**config.mk**
```make
export PLATFORM = sky130hd
export DESIGN_NAME = mem_bus_arbiter
export DESIGN_NICKNAME = d
export VERILOG_FILES = /design/src/rtl/mem_bus_arbiter.sv
export SDC_FILE = /design/constraint.sdc
export NUM_CORES = 1
export LEC_CHECK = 0
export ABC_AREA = 1
export CORE_MARGIN = 5
export CORE_UTILIZATION = 42
export DETAILED_ROUTE_END_ITERATION = 6
export PLACE_DENSITY = 0.81
export SLEW_MARGIN = 30
export SYNTH_ARGS = -nofsm -noshare
export SYNTH_HDL_FRONTEND = slang
export SYNTH_SLANG_ARGS = --single-unit
```
**constraint.sdc**
```tcl
create_clock -name clk -period 1.83 [get_ports clk]
set_clock_uncertainty 0.1 [all_clocks]
set_input_delay 0.2745 -clock clk [delete_from_list [all_inputs] [get_ports clk]]
set_output_delay 0.2745 -clock clk [all_outputs]
set_load 0.1 [all_outputs]
```
**src/rtl/mem_bus_arbiter.sv**
```systemverilog
// Arbitrates the fetch and data ports of the pipeline onto one single-port bus
// with one outstanding transaction, latching returned words and raising pipeline stalls.
module mem_bus_arbiter #(
  parameter int unsigned STARV_LIMIT = 4
) (
  input  logic        clk,
  input  logic        rst,
  input  logic        if_req,
  input  logic [31:0] if_addr,
  output logic [31:0] if_rdata,
  output logic        stallreq_from_if,
  input  logic        d_req,
  input  logic        d_we,
  input  logic [1:0]  d_size,
  input  logic [3:0]  d_sel,
  input  logic [31:0] d_addr,
  input  logic [31:0] d_wdata,
  output logic [31:0] d_rdata,
  output logic        stallreq_from_mem,
  input  logic        longest_stall,
  output logic        bus_req,
  output logic        bus_wr,
  output logic [1:0]  bus_size,
  output logic [3:0]  bus_sel,
  output logic [31:0] bus_addr,
  output logic [31:0] bus_wdata,
  input  logic        bus_addr_ok,
  input  logic        bus_data_ok,
  input  logic [31:0] bus_rdata
);

  typedef enum logic [1:0] {
    S_IDLE,
    S_ADDR,
    S_DATA
  } state_t;

  localparam logic [3:0] LP_LIMIT = 4'(STARV_LIMIT);

  state_t      r_state;
  state_t      w_state_nxt;
  logic        r_owner;  // 1 = data port owns the bus
  logic [3:0]  r_starv_cnt;
  logic        r_if_done;
  logic        r_d_done;
  logic [31:0] r_if_rdata;
  logic [31:0] r_d_rdata;
  logic        r_bus_req;
  logic        r_bus_wr;
  logic [1:0]  r_bus_size;
  logic [3:0]  r_bus_sel;
  logic [31:0] r_bus_addr;
  logic [31:0] r_bus_wdata;

  logic        w_if_pend;
  logic        w_d_pend;
  logic        w_grant_d;
  logic        w_grant_if;
  logic        w_addr_acc;
  logic        w_data_done;
  logic        w_owner_req;

  assign w_if_pend   = if_req & ~r_if_done;
  assign w_d_pend    = d_req & ~r_d_done;
  assign w_owner_req = r_owner ? d_req : if_req;

  always_ff @(posedge clk or negedge rst) begin
    if (!rst) begin
      r_state <= S_IDLE;
    end else begin
      r_state <= w_state_nxt;
    end
  end

  always_comb begin
    w_state_nxt = r_state;
    w_grant_d   = 1'b0;
    w_grant_if  = 1'b0;
    w_addr_acc  = 1'b0;
    w_data_done = 1'b0;
    case (r_state)
      S_IDLE: begin
        if (w_d_pend && (!w_if_pend || (r_starv_cnt < LP_LIMIT))) begin
          w_grant_d   = 1'b1;
          w_state_nxt = S_ADDR;
        end else if (w_if_pend) begin
          w_grant_if  = 1'b1;
          w_state_nxt = S_ADDR;
        end
      end
      S_ADDR: begin
        if (bus_addr_ok) begin
          w_addr_acc  = 1'b1;
          w_state_nxt = S_DATA;
        end
      end
      S_DATA: begin
        if (bus_data_ok) begin
          w_data_done = 1'b1;
          w_state_nxt = S_IDLE;
        end
      end
      default: w_state_nxt = S_IDLE;
    endcase
  end

  // Bus fields change only at a grant; bus_req alone drops at address acceptance.
  always_ff @(posedge clk or negedge rst) begin
    if (!rst) begin
      r_owner     <= 1'b0;
      r_bus_req   <= 1'b0;
      r_bus_wr    <= 1'b0;
      r_bus_size  <= '0;
      r_bus_sel   <= '0;
      r_bus_addr  <= '0;
      r_bus_wdata <= '0;
    end else if (w_grant_d) begin
      r_owner     <= 1'b1;
      r_bus_req   <= 1'b1;
      r_bus_wr    <= d_we;
      r_bus_size  <= d_size;
      r_bus_sel   <= d_sel;
      r_bus_addr  <= d_addr;
      r_bus_wdata <= d_wdata;
    end else if (w_grant_if) begin
      r_owner     <= 1'b0;
      r_bus_req   <= 1'b1;
      r_bus_wr    <= 1'b0;
      r_bus_size  <= 2'd2;
      r_bus_sel   <= '1;
      r_bus_addr  <= if_addr;
      r_bus_wdata <= '0;
    end else if (w_addr_acc) begin
      r_bus_req   <= 1'b0;
    end
  end

  always_ff @(posedge clk or negedge rst) begin
    if (!rst) begin
      r_starv_cnt <= '0;
    end else if (!w_if_pend || w_grant_if) begin
      r_starv_cnt <= '0;
    end else if (w_grant_d && (r_starv_cnt != 4'hF)) begin
      r_starv_cnt <= r_starv_cnt + 4'd1;
    end
  end

  // A completion whose requester has dropped its request is a flush: result discarded.
  always_ff @(posedge clk or negedge rst) begin
    if (!rst) begin
      r_if_done  <= 1'b0;
      r_if_rdata <= '0;
    end else if (w_data_done && w_owner_req && !r_owner) begin
      r_if_done  <= 1'b1;
      r_if_rdata <= bus_rdata;
    end else if (!longest_stall) begin
      r_if_done  <= 1'b0;
    end
  end

  always_ff @(posedge clk or negedge rst) begin
    if (!rst) begin
      r_d_done  <= 1'b0;
      r_d_rdata <= '0;
    end else if (w_data_done && w_owner_req && r_owner) begin
      r_d_done <= 1'b1;
      if (!r_bus_wr) begin
        r_d_rdata <= bus_rdata;
      end
    end else if (!longest_stall) begin
      r_d_done <= 1'b0;
    end
  end

  assign stallreq_from_if  = w_if_pend;
  assign stallreq_from_mem = w_d_pend;
  assign if_rdata          = r_if_rdata;
  assign d_rdata           = r_d_rdata;
  assign bus_req           = r_bus_req;
  assign bus_wr            = r_bus_wr;
  assign bus_size          = r_bus_size;
  assign bus_sel           = r_bus_sel;
  assign bus_addr          = r_bus_addr;
  assign bus_wdata         = r_bus_wdata;

endmodule

```
==> impl_results.md, run 1 <==
* FF-to-FF Start: r_state[0]
* Slowest CP cell: dfrtp_1
* Setup CP Type: reg2out
* First-pass GRT wire length at 30700 um
* Outcome: finished clean
* Arr. time, crit path at about 1.4 ns
* Initial antenna violation count at 0
* Yosys warns at 0
* Wirelength per Cell at 16.5 um
* Synth Register Bits at 145
* Post-synthesis sequential area ratio at 0.597
* Placeable Area at 14400 sq um
* Slowest stage delay, CP at roughly 0.36 ns
* Die area at 17000 sq um
* R2R depth at 7
* Sink Count at 145
* Clk_lat worst skew at 0.42 ns
* Starting density of the core at 0.423
* Critical path capture point type: output port
* Post-synthesis cell count at 709
* CTS tree: yes
* RR Endpoint: bus_addr[14]
* Post-synth design cell area at between 6000 and 7000 sq um
* IO buf count at 279
* Hold Crit Class: in2async
* Share of cells above drive strength 1 at 0.200
* Vias in the first global route at between 5000 and 6000
* Clk root buf: clkbuf_16
* Crit path launch type: register
* Largest net degree at the start of global routing at 70
* Iter 0 DRT Violations at around 460
* Area delta synth->final at 83.4%
* Worst Tran Pin Value at 0.374 ns
* Hold Vio Cnt, Final at 0
* Crit-path cells: inv_1, nand2_4, clkinvlp_4, buf_4, buf_12
* Final setup fails at 0
* Die height at 130 um
* Max Clk Rate at 0.559 GHz
* DIE WIDTH at 130 um
* DP Wirelength at approximately 14000 um
* CP Data Required Time at about 1.5 ns
* Final wirelength at 19600 um
* Fin crit share at 0.977
* Residual DRC at 0
* Io pins at 280
* Critical path buffers and inverters at 4
* Vias per Instance at 4.86
* Pre-CTS setup slack at -0.177 ns
* Row Count at 44
* Worst Slack Setup Final at 0.0412 ns
* Final ANT Viol Nets at 0
* Minimum clock period at 1.79 ns
* Distinct cells, synth at 22
* H-tree depth at 4
* Maximum clock path buffer count at 2
* Reg2reg setup slack at 0.19 ns
* Final #Nets at 1131
* Syn avg cell area at between 8 and 9 sq um
* Grt total ovfl at 0
* Slew Limit Headroom at 0.751
* Total track usage at 0.232
* CP delay by family, top: buffers and inverters
* Drt pass-1 iters at 5
* Clk slew on worst S/H paths at 0.06 ns
* Max FO, Critical Path at 3
* CTS Buf Count at 17
* Syn Nets at 852
* Max-slew violations at 0
* GP Congestion at between 0.8 and 0.9
* Max Cap Viol at 0
* Routed vias at 5765
## sequential cells by signal, indices dropped and copies added (netlist names)
name and flops:
bus_addr 32, bus_wdata 32, d_rdata 32, if_rdata 32, bus_sel 4, r_starv_cnt 4
bus_size 2, r_state 2, bus_req 1, bus_wr 1, r_d_done 1, r_if_done 1
r_owner 1
## repair_timing
item / 4_1_cts / 5_1_grt
resized for setup: 0 / 1
buffers inserted: 0 / 0
endpoints found under the hold margin: 34 / 0
endpoints found under the setup margin: 0 / 1
hold buffers: 1 / 0
## logic make-up (layout without fill, tap and decap cells)
group,Yosys count,count (layout),synth area share
AOI/OAI and AO/OA,107,107,0.0908
adders and majority gates,1,1,0.00206
buffers and inverters,126,417,0.0929
DFF,145,145,0.597
other,0,1,0
and+or+nand+nor,330,330,0.217
## stage by stage
step	cells	area (sq um)	util	setup TNS [ns]	hold slack, ns
finish	1185	11100	0.775	0	0.229
global route	1184	11100	0.775	-0.0226	0.243
CTS	1184	11100	0.775	0	0.241
detailed placement	1152	10500	0.732	-4.82	0.107
global placement	1152	10500	0.732	-0.00990	0.0997
floorplan	709	6090	-	0	-0.121
## synth_stat cells
cell type	count	area, sq um
nand4_1	3	18.8
dfrtp_1	145	3630
inv_2	2	7.51
nand3_2	2	20.0
a21oi_1	1	5.00
a21oi_2	1	8.76
buf_4	3	22.5
nand3_1	38	190
nor2_1	38	143
nor3_1	1	5.00
o31ai_1	2	15.0
o22ai_1	6	37.5
nand2_2	1	6.26
nand2_1	246	923
clkbuf_1	12	45.0
o21ai_0	77	385
ha_1	1	12.5
buf_6	8	90.1
nor2_4	1	11.3
inv_1	85	319
buf_2	16	80.1
o21ai_1	20	100
## routing by layer
layer | track usage | wire (um) | vias to the layer above
li1 | - | - | 2748
met4 | 0.0905 | 491 | 0
met1 | 0.264 | 7130 | 2768
met2 | 0.404 | 10200 | 215
met5 | 0 | 0 | -
met3 | 0.0774 | 1780 | 34
## how the worst max path moves through the flow
stage	start	to	slack, ns	cells after the start
CTS	r_d_done	stallreq_from_mem	0.04	5
finish	r_d_done	stallreq_from_mem	0.04	5
global route	r_d_done	stallreq_from_mem	-0.02	5
global placement	if_req	bus_addr[5]	-0.004	9
floorplan	bus_wr	d_rdata[12]	0.007	5
detailed placement	if_req	if_rdata[30]	-0.18	7
## layout make-up
type,count,area (sq um)
Antenna cell,1,2.50
Clock buffer,19,443
Clock inverter,12,158
Fill cell,869,3230
Inverter,87,330
Multi-Input combinational cell,438,1910
Sequential cell,145,3630
Tap cell,184,230
Timing Repair Buffer,299,4440
## layout by cell type (no fill, tap or decap)
master,count
clkbuf_16,17
o21ai_0,77
diode_2,1
buf_12,147
clkinv_2,2
nor2_1,36
clkdlybuf4s50_1,140
inv_2,2
dfrtp_1,145
clkbuf_8,1
o22ai_1,6
nand2_4,1
clkinvlp_4,4
clkinv_4,2
o21ai_1,20
nand3_2,2
nor3_1,1
nand4_1,3
inv_1,84
nor2_2,1
ha_1,1
clkbuf_1,1
buf_6,1
inv_6,2
dlygate4sd3_1,1
o31ai_1,2
a21oi_4,1
a21oi_1,1
buf_4,10
nand3_1,38
nand2_1,244
nor2_4,2
nand2_2,2
bufinv_16,3
Power of run 1 is not shown: default switching activity piles up to over one toggle a cycle in this logic, so the estimate is an artifact.
==> run 2, diff against run 1 <==
--- a/config.mk
+++ b/config.mk
@@ -10,6 +10,7 @@
 export CORE_UTILIZATION = 42
 export DETAILED_ROUTE_END_ITERATION = 6
 export PLACE_DENSITY = 0.81
+export SKIP_LAST_GASP = 1
 export SLEW_MARGIN = 30
 export SYNTH_ARGS = -nofsm -noshare
 export SYNTH_HDL_FRONTEND = slang
==> results of run 2 <==
Same layout as run 1: the final DEF is identical, and so are final timing and power.
Power of run 2 is left out for the same reason.
==> run 3, diff against run 2 <==
--- a/config.mk
+++ b/config.mk
@@ -9,7 +9,7 @@
 export CORE_MARGIN = 5
 export CORE_UTILIZATION = 42
 export DETAILED_ROUTE_END_ITERATION = 6
-export PLACE_DENSITY = 0.81
+export PLACE_DENSITY_LB_ADDON = 0.3
 export SKIP_LAST_GASP = 1
 export SLEW_MARGIN = 30
 export SYNTH_ARGS = -nofsm -noshare
==> impl_results.md, run 3 (synthesis results as in run 1) <==
* Crit path launch type: register
* Vias in the first global route at 5712 (-4.2%)
* Io pins at 280 (unchanged)
* Fillcell total at 861 (-0.92%)
* Placeable Area at 14400 sq um (unchanged)
* H-tree depth at 4 (unchanged)
* Starting density of the core at 0.423 (unchanged)
* FF-to-FF Start: r_state[0]
* RR Endpoint: d_rdata[27]
* Max FO, Critical Path at 3 (unchanged)
* Max Clk Rate at 0.571 GHz (+2.1%)
* Post-CTS setup buffer count at 0 (unchanged)
* RSZ-0062 raised after global routing: false
* Residual DRC at 0 (unchanged)
* Iter 0 DRT Violations at 312 (-32%)
* Clk slew on worst S/H paths at 0.06 ns (about the same)
* Minimum clock period at 1.75 ns (-0.0359 ns)
* CP Data Required Time at 1.46 ns (about the same)
* Vias per Instance at 4.78 (-1.7%)
* Maximum clock path buffer count at 2 (unchanged)
* Final #Nets at 1133 (+0.18%)
* Wirelength per Cell at 16.1 um (-2.5%)
* Max-slew violations at 0 (unchanged)
* Highest-count cells in the layout ignoring fill and taps: nand2_1 (244), buf_12 (153), dfrtp_1 (145)
* DIE WIDTH at 130 um (unchanged)
* CTS Buf Count at 17 (unchanged)
* Hold Slack at 0.231 ns (+0.00270 ns)
* Share of cells above drive strength 1 at 0.201 (+0.000599)
* Inserted Diodes at 0 (-1)
* Fin crit share at 0.958 (-0.0196)
* Worst Tran Pin Value at 0.400 ns (+0.0258 ns)
* Max Cap Viol at 0 (unchanged)
* GP Congestion at 0.805 (+0.14%)
* Commonest non-fill, non-tap cell in the layout: nand2_1
* Arr. time, crit path at 1.38 ns (-0.03 ns)
* Final wirelength at 19100 um (-2.4%)
* Slew Limit Headroom at 0.734 (-0.0172)
* Die area at 17000 sq um (unchanged)
* Clk root buf: clkbuf_16
* Final ANT Viol Nets at 0 (unchanged)
* Hold Crit Class: in2async
* Outcome: finished clean
* Area delta synth->final at 85.8%
* Pre-CTS setup slack at -0.0612 ns (+0.116 ns)
* First-pass GRT wire length at 30000 um (-2.3%)
* Final setup fails at 0 (unchanged)
* Fin Setup TNS at 0 ns (unchanged)
* Hold Vio Cnt, Final at 0 (unchanged)
* Grt total ovfl at 0 (unchanged)
* Reg2reg setup slack at 0.20 ns (about the same)
* Initial antenna violation count at 0 (unchanged)
* Sequential Area at 3630 sq um (unchanged)
* CTS tree: yes
* Multi-input logic area at 1900 sq um (-0.26%)
* Placed Area at 10600 sq um (+0.86%)
* Clk_lat worst skew at 0.42 ns (about the same)
* IO buf count at 279 (unchanged)
* Total track usage at 0.231 (-0.00139)
* Setup CP Type: reg2out
* R2R depth at 6 (-1)
* Finished Cell Area at 11300 sq um (+1.3%)
* Worst Slack Setup Final at 0.0772 ns (+0.0359 ns)
* Sink Count at 145 (unchanged)
* Die height at 130 um (unchanged)
* Largest net degree at the start of global routing at 66 (-5.7%)
* DP Wirelength at 13800 um (-3.8%)
* Routed vias at 5669 (-1.7%)
* Row Count at 44 (unchanged)
* Drt pass-1 iters at 4 (-1)
* Critical path capture point type: output port
-- run 3: changes by cell type in the layout (fill, tap and decap cells not counted), sizes merged --
| cell | delta |
|---|---|
| bufinv | +2 |
| diode | -1 |
| clkinv | -2 |
| clkinvlp | -2 |
| clkbuf | +4 |
| inv | -2 |
| buf | +2 |
-- run 3: metrics by stage --
step | util | cells
2_1_floorplan | - | 709
3_3_place_gp | 0.739 | 1154
3_5_place_dp | 0.739 | 1154
4_1_cts | 0.786 | 1186
5_1_grt | 0.786 | 1186
6_report | 0.786 | 1186
-- run 3: how the worst max path moves through the flow --
stage | start | to | slack, ns | cells past startpoint
6_report | r_d_done | stallreq_from_mem | 0.08 | 5
4_1_cts | r_d_done | stallreq_from_mem | 0.06 | 5
3_3_place_gp | d_req | bus_addr[16] | -0.008 | 8
2_1_floorplan | bus_wr | d_rdata[12] | 0.007 | 5
3_5_place_dp | d_req | bus_addr[1] | -0.06 | 8
5_1_grt | r_d_done | stallreq_from_mem | 0.008 | 5
-- run 3: critical path, cell delays in order, from the launching register on --
cell,delay (ns)
dfrtp_1,0.33
inv_1,0.06
nand2_2,0.13
clkinvlp_4,0.12
buf_4,0.16
buf_12,0.16
-- run 3: routing by layer --
layer,vias to the layer above,share of wire,track usage,routed length (um)
li1,2753,-,-,-
met1,2659,0.37,0.268,7110
met2,223,0.50,0.385,9460
met3,34,0.10,0.0884,1980
met4,0,0.029,0.0941,554
met5,-,0,0,0
-- run 3: repair_timing --
item / in CTS / in global routing
resized for setup: 0 / 0
hold endpoints to repair: 37 / 0
hold buffers: 1 / 0
-- run 3: final cells by class --
| type | count | share of cell area |
|---|---|---|
| inverters | 87 | 0.0293 |
| well taps | 184 | 0.0204 |
| repair buffers | 301 | 0.401 |
| clock buffers | 23 | 0.0432 |
| clock inverters | 8 | 0.0155 |
| flip-flops and latches | 145 | 0.321 |
| multi-input cells | 438 | 0.169 |
Power of run 3 is left out for the same reason.
